==> src/rtl/full_seq.sv <==
// Sequencer for the `full` MAC: issues operand reads and MAC control pins row by row for a matrix-vector job.
// Latency: rd_en one cycle after start; row result (y_valid) len+RDLAT+MACLAT+1 cycles after its first read.
// No backpressure: start is ignored while busy; y must be consumed within one row period. Option: FULL_SEQ_CYCCNT_EN.
module full_seq #(
    parameter int AWIDTH = 10,
    parameter int LWIDTH = 10,
    parameter int RDLAT  = 1,
    parameter int MACLAT = 3
) (
    input  logic              clk,
    input  logic              xrst,
    input  logic              start,
    input  logic [LWIDTH-1:0] len,
    input  logic [LWIDTH-1:0] rows,
    input  logic [AWIDTH-1:0] x_base,
    input  logic [AWIDTH-1:0] w_base,
    output logic              rd_en,
    output logic [AWIDTH-1:0] x_addr,
    output logic [AWIDTH-1:0] w_addr,
    output logic              mac_reset,
    output logic              mac_accum_we,
    output logic              mac_out_en,
    output logic              y_valid,
    output logic [LWIDTH-1:0] y_row,
    output logic              busy,
    output logic              done
`ifdef FULL_SEQ_CYCCNT_EN
    ,
    output logic [31:0]       cyc_cnt
`endif
);

    localparam int D = RDLAT + MACLAT;
    localparam logic [D-1:0] PIPE_ONE  = 1;
    // Every pipe stage except the last, which drives accum_we directly.
    localparam logic [D-1:0] HEAD_MASK = {D{1'b1}} >> 1;

    typedef enum logic [1:0] {IDLE, ISSUE, WAIT, EMIT} state_t;

    state_t            state, state_nx;
    logic [LWIDTH-1:0] len_q, rows_q, k_q, row_q, y_row_q;
    logic [AWIDTH-1:0] x_base_q, w_row_q;
    logic [D-1:0]      pipe;
    logic              busy_q, done_q, y_valid_q;

    logic accept, job_ok, last_k, last_row, head_busy, done_nx;

    assign accept    = (state == IDLE) && start && !busy_q;
    assign job_ok    = (len != '0) && (rows != '0);
    assign last_k    = (k_q == len_q - LWIDTH'(1));
    assign last_row  = (row_q == rows_q - LWIDTH'(1));
    assign head_busy = |(pipe & HEAD_MASK);
    assign done_nx   = ((state == EMIT) && last_row) || (accept && !job_ok);

    always_ff @(posedge clk or negedge xrst) begin
        if (!xrst) state <= IDLE;
        else       state <= state_nx;
    end

    always_comb begin
        state_nx = state;
        case (state)
            IDLE:  if (accept && job_ok) state_nx = ISSUE;
            ISSUE: if (last_k)           state_nx = WAIT;
            WAIT:  if (!head_busy)       state_nx = EMIT;
            EMIT:  state_nx = last_row ? IDLE : ISSUE;
            default: state_nx = IDLE;
        endcase
    end

    always_comb begin
        rd_en        = (state == ISSUE);
        mac_reset    = (state == ISSUE) && (k_q == '0);
        mac_out_en   = (state == EMIT);
        mac_accum_we = pipe[D-1];
        x_addr       = '0;
        w_addr       = '0;
        if (state == ISSUE) begin
            x_addr = x_base_q + AWIDTH'(k_q);
            w_addr = w_row_q + AWIDTH'(k_q);
        end
        y_valid = y_valid_q;
        y_row   = y_row_q;
        busy    = busy_q;
        done    = done_q;
    end

    // w_row_q tracks w_base + row*len by accumulation, so no multiplier is needed.
    always_ff @(posedge clk or negedge xrst) begin
        if (!xrst) begin
            len_q     <= '0;
            rows_q    <= '0;
            x_base_q  <= '0;
            w_row_q   <= '0;
            k_q       <= '0;
            row_q     <= '0;
            y_row_q   <= '0;
            pipe      <= '0;
            busy_q    <= 1'b0;
            done_q    <= 1'b0;
            y_valid_q <= 1'b0;
        end else begin
            pipe      <= (pipe << 1) | (rd_en ? PIPE_ONE : '0);
            busy_q    <= (state_nx != IDLE) || done_nx;
            done_q    <= done_nx;
            y_valid_q <= (state == EMIT);
            if (accept) begin
                len_q    <= len;
                rows_q   <= rows;
                x_base_q <= x_base;
                w_row_q  <= w_base;
                k_q      <= '0;
                row_q    <= '0;
            end
            if ((state == ISSUE) && !last_k) k_q <= k_q + LWIDTH'(1);
            if (state == EMIT) begin
                k_q     <= '0;
                y_row_q <= row_q;
                if (!last_row) begin
                    row_q   <= row_q + LWIDTH'(1);
                    w_row_q <= w_row_q + AWIDTH'(len_q);
                end
            end
        end
    end

`ifdef FULL_SEQ_CYCCNT_EN
    always_ff @(posedge clk or negedge xrst) begin
        if (!xrst)       cyc_cnt <= '0;
        else if (accept) cyc_cnt <= '0;
        else if (busy_q) cyc_cnt <= cyc_cnt + 32'd1;
    end
`endif

endmodule
==> config.mk <==
export PLATFORM = sky130hd
export DESIGN_NAME = full_seq
export DESIGN_NICKNAME = d
export VERILOG_FILES = /design/src/rtl/full_seq.sv
export SDC_FILE = /design/constraint.sdc
export NUM_CORES = 1
export LEC_CHECK = 0
export CAP_MARGIN = 20
export CELL_PAD_IN_SITES_DETAIL_PLACEMENT = 1
export CELL_PAD_IN_SITES_GLOBAL_PLACEMENT = 2
export CORE_MARGIN = 2
export CORE_UTILIZATION = 35
export CTS_CLUSTER_DIAMETER = 40
export DETAILED_ROUTE_END_ITERATION = 12
export HOLD_SLACK_MARGIN = 0.12
export PLACE_DENSITY_LB_ADDON = 0.15
export SYNTH_ARGS = -nofsm -noshare
export SYNTH_HDL_FRONTEND = slang
export SYNTH_SLANG_ARGS = --single-unit
==> constraint.sdc <==
create_clock -name clk -period 7.2 [get_ports clk]
set_clock_uncertainty 0.15 [all_clocks]
set_input_delay 1.44 -clock clk [delete_from_list [all_inputs] [get_ports clk]]
set_output_delay 1.44 -clock clk [all_outputs]
set_load 0.1 [all_outputs]
# ---- Word level (Yosys, flattened, before mapping)
# Cells that the tools add are included.
dict set report word_totals {
  register_bits 79
  latch_bits 0
  mem_bits_rw 0
  rom_bits 0
  input_bits 43
  out_inout_bits 37
  n_memories 0
}
dict set report op_classes {
  n_addsub 7
  mul 0
  div 0
  magnitude_cmp 0
  eq_ne 5
  shifts 0
  n_mux 17
  n_bitwise 1
  n_reduce_logical 20
}
# op count
set op_table {}
lappend op_table {{2-to-1 mux 10 bit} 11}
lappend op_table {{adder 10 bit} 3}
lappend op_table {{adder 10 x 1 -> 10 bit, second input constant} 2}
lappend op_table {{== test 10 bit} 2}
lappend op_table {{nonzero test 10 bit} 2}
lappend op_table {{subtractor 10 x 1 -> 10 bit, second input constant} 2}
lappend op_table {{zero test 10 bit} 1}
lappend op_table {{logical AND 1 bit} 8}
lappend op_table {{case mux 2 bit (4 select lines)} 1}
lappend op_table {{2-to-1 mux 2 bit} 3}
lappend op_table {{== test 2 bit, second input constant} 2}
lappend op_table {{bitwise OR 4 x 1 -> 4 bit} 1}
lappend op_table {{zero test 1 bit} 3}
lappend op_table {{nonzero test 3 bit} 1}
lappend op_table {{OR reduction 3 bit} 1}
lappend op_table {{== test 2 x 1 -> 1 bit, second input constant} 1}
lappend op_table {{zero test 2 bit} 1}
lappend op_table {{logical OR 1 bit} 2}
lappend op_table {{2-to-1 mux 1 bit} 2}
lappend op_table {{nonzero test 2 bit} 1}

# ---- Longest topological paths before layout
dict set report logic_depth {
  ltp_word 8
  mapped_depth 12
  depth_no_buf 10
}

# ---- Least setup slack after synthesis
# Ideal clock, no wire load.
dict set report synth_path {
  path_type {register -> output}
  startpoint {register state[1]}
  endpoint {output port mac_reset}
  arrival_ns 4.446
  t_required_ns 5.610
  setup_slack_ns 1.164
  path_stages_with_launch 6
  n_path_buf 1
  cell_sequence {dfrtp_1 -> nand2b_1 -> clkbuf_1 -> inv_1 -> nand4b_1 -> nor4_1}
}
dict set report synth_via {
  elab_chain_len 2
}
# item line_no
set synth_lines {}
lappend synth_lines {{start, declared} 40} ;# state_t state, state_nx;
lappend synth_lines {{start signal, assigned} 57} ;# else state <= state_nx;
lappend synth_lines {{== test 2 x 1 -> 1 bit} --}
lappend synth_lines {{via rd_en} 17} ;# output logic rd_en,
lappend synth_lines {{logical AND 1 bit} 73} ;# mac_reset = (state == ISSUE) && (k_q == '0);
lappend synth_lines {{end, declared} 20} ;# output logic mac_reset,
# The timed path passes the listed nets, and every way through them passes these cells.

# ---- Final worst setup path
dict set report layout_path {
  startpoint {register k_q[1]}
  endpoint {output port w_addr[9]}
}
dict set report layout_via {
  elab_chain_len 2
}
# item line_no
set layout_lines {}
lappend layout_lines {{start, declared} 41} ;# logic [LWIDTH-1:0] len_q, rows_q, k_q, row_q, y_row_q;
lappend layout_lines {{start signal, assigned} 115} ;# if ((state == ISSUE) && !last_k) k_q <= k_q + LWIDTH'(1);
lappend layout_lines {{adder 10 bit} 80} ;# w_addr = w_row_q + AWIDTH'(k_q);
lappend layout_lines {{2-to-1 mux 10 bit} 78} ;# if (state == ISSUE) begin
lappend layout_lines {{end, declared} 19} ;# output logic [AWIDTH-1:0] w_addr,
# Every way passes these cells.

==> flow_summary_export.csv <==
group,metric,value,unit
final_layout,nets,760,
clocking,cts_setup_buffers,0,
yosys,synth_edf_count,0,
final_layout,design_area,6510,um2
drt,drc,0,
critical_path,worstPathArrival,3840,ps
yosys,ys_async_sr_fraction,1.00,
yosys,synth_commonest_cells,"135 x nand2_1, 79 x dfrtp_1, 40 x xnor2_1, 38 x nor2_1, 33 x o21ai_0",
yosys,syn-instance-count,616,
floorplan,die_w,126,um
yosys,avgSynthCellArea,8.52,um2
yosys,yosys.area.top_type,"dfrtp_1",
drt,drtIter0Drc,213,
critical_path,setup.worst_path.class,"reg -> out",
grt,grt_usage,0.198,
yosys,synth-seq-area-share,0.377,
place,dpl_cell_area,6170,um2
sta,final.setup.worst_slack,1770,ps
run_status,status,"complete, no violations",
critical_path,crit_path_end_kind,"output port",
clocking,path_clk_slew,60,ps
clocking,clk_path_buf_depth,2,
floorplan,start_util,0.360,
sta,report.final.slew_viol_count,0,
sta,worst_pin_slew,1040,ps
drt,routed_wl,15000,um
clocking,clock-root-buffer,"clkbuf_16",
sta,finalCritPeriodShare,0.755,
sta,setup_violations,0,
floorplan,die_h,126,um
yosys,synth_cell_types,64,
clocking,cts_resized,0,
drt,vias,4595,
sta,max_slew_margin,0.301,
drt,wire_per_inst,17.2,um
sta,min_period,5430,ps
critical_path,cp_slowest_cell,"clkdlybuf4s50_1",
final_layout,area_growth_syn_to_layout,24.1,%
critical_path,cp_max_fo,10,
place,dp_slack,2090,ps
drt,ant_nets,0,
min_path,holdCritPathClass,"reg -> reg",
yosys,synth_top_area_share,0.377,
clocking,cts_hold_buf,0,
grt,antenna_found_initial,0,
floorplan,std_cell_rows,44,
critical_path,worstPathRequired,5610,ps
yosys,synth-main-ff-cell,"dfrtp_1",
critical_path,crit_chain,"ha_1 -> a21o_1 -> a21oi_1 -> o21bai_1 -> a2111o_1 -> a41oi_1 -> xnor2_1 -> nor2_1 -> clkdlybuf4s50_1",
floorplan,die-area,16000,um2
sta,hold-worst-slack,232,ps
grt,grt_pass1_wl,25300,um
yosys,synth.most_common_cell,"nand2_1",
sta,hold_viol,0,
final_layout,drive_gt1_frac,0.0408,
yosys,syn-cell-area,5250,um2
yosys,synth.net_count,694,
grt,grt_pass1_vias,4786,
floorplan,num_io_pins,80,
floorplan,core_area,14600,um2
place,gp_congestion,0.790,
clocking,clock_latency,350,ps
clocking,cts_tree,"yes",
clocking,numCtsBuffers,9,
place,dp_hpwl,11000,um
critical_path,start_kind,"register",
sta,finalSetupTns,0,ps
grt,grt_max_degree,80,
yosys,synthTopCellsByArea,"dfrtp_1 38%, nand2_1 9.7%, ha_1 7.6%",
yosys,synth-seq-cells,79,
flow_run,cap_violations,0,
place,port_buffers,79,
clocking,cts_max_level,3,
drt,vias_per_cell,5.28,
critical_path,critical_path.max_stage_delay,1150,ps
final_layout,antenna_cells,0,
grt,grt_remaining_overflow,0,
sta,timing.fmax,0.184,GHz
yosys,yosys_warnings,0,
clocking,cts.sinks,79,
drt,drt-pass1-iter-count,4,
sta,rsz0062_at_grt,"false",
[through the flow]
| step | util | std cells |
|---|---|---|
| detailed placement | 0.423 | 854 |
| CTS | 0.445 | 870 |
| global placement | 0.423 | 854 |
| finish | 0.446 | 871 |
| floorplan | - | 616 |
| global route | 0.446 | 871 |
[worst max-delay path: cells and delay by family, from the launching register on]
family | cells | cell delay (ps)
AOI/OAI and AO/OA | 5 | 1240
xor gates and xnor gates | 1 | 100
adders and majority gates | 1 | 310
buffers and inverters | 1 | 1150
DFF | 1 | 610
and+or+nand+nor | 1 | 80
[layout by cell type (no fill, tap or decap), types with 9 or more instances in the layout]
master / Yosys / layout
nand2_1: 135 / 135
dfrtp_1: 79 / 79
clkdlybuf4s50_1: 0 / 78
xnor2_1: 40 / 40
nor2_1: 38 / 38
o21ai_0: 33 / 33
ha_1: 32 / 32
a21oi_1: 30 / 30
inv_1: 26 / 26
nand3_1: 20 / 20
and3_1: 10 / 10
nor3_1: 9 / 9
and2_1: 9 / 9
clkbuf_16: 0 / 9
[cells by family (layout without fill, tap and decap cells)]
| family | count (synthesis) | in the layout | share of synthesized area |
|---|---|---|---|
| multiplexers | 9 | 9 | 0.0186 |
| adder cells (fa/ha/maj) | 35 | 35 | 0.0877 |
| AO/OA/AOI/OAI | 123 | 123 | 0.155 |
| flip-flops | 79 | 79 | 0.377 |
| XOR/XNOR | 49 | 49 | 0.0844 |
| AND/OR/NAND/NOR | 267 | 267 | 0.236 |
| buffers and inverters | 54 | 125 | 0.0417 |
[state kept, by name, indices dropped and copies added (netlist names)]
signal    flops
y_valid       1
row_q        10
w_row_q      10
y_row        10
k_q          10
rows_q       10
len_q        10
busy          1
x_base_q     10
done          1
pipe          4
state         2
[final timing paths]
path / startpoint / to / slack (ps) / cells past startpoint
worst max register to register: rows_q[0]$_DFFE_PN0P_ / w_row_q[7]$_DFF_PN0_ / 3600 / 9
worst min-delay path: pipe[1]$_DFF_PN0_ / pipe[2]$_DFF_PN0_ / 230 / 0
worst min register to register: pipe[1]$_DFF_PN0_ / pipe[2]$_DFF_PN0_ / 230 / 0
min in group asynchronous: xrst / x_base_q[5]$_DFFE_PN0P_ / 920 / 1
worst max-delay path: k_q[1]$_DFFE_PN0P_ / w_addr[9] / 1770 / 9
max in group asynchronous: xrst / row_q[0]$_DFF_PN0_ / 5360 / 2
[per-layer routing]
layer / up-vias / share of wire / global-route usage / wire length [um]
met5: - / 0 / 0 / 0
li1: 2275 / - / - / -
met4: 0 / 0.010 / 0.0465 / 152
met2: 81 / 0.45 / 0.316 / 6710
met3: 9 / 0.037 / 0.0346 / 557
met1: 2230 / 0.50 / 0.282 / 7550
[cell type report]
cell class | instances | area [um2]
multi-input cells | 483 | 3060
flip-flops and latches | 79 | 1980
clock inverters | 6 | 92.6
well taps | 184 | 230
inverters | 27 | 101
clock buffers | 10 | 229
repair buffers | 82 | 823
fillers | 1691 | 8080
Power is not shown: default switching activity piles up to over one toggle a cycle in this logic, so the estimate is an artifact.
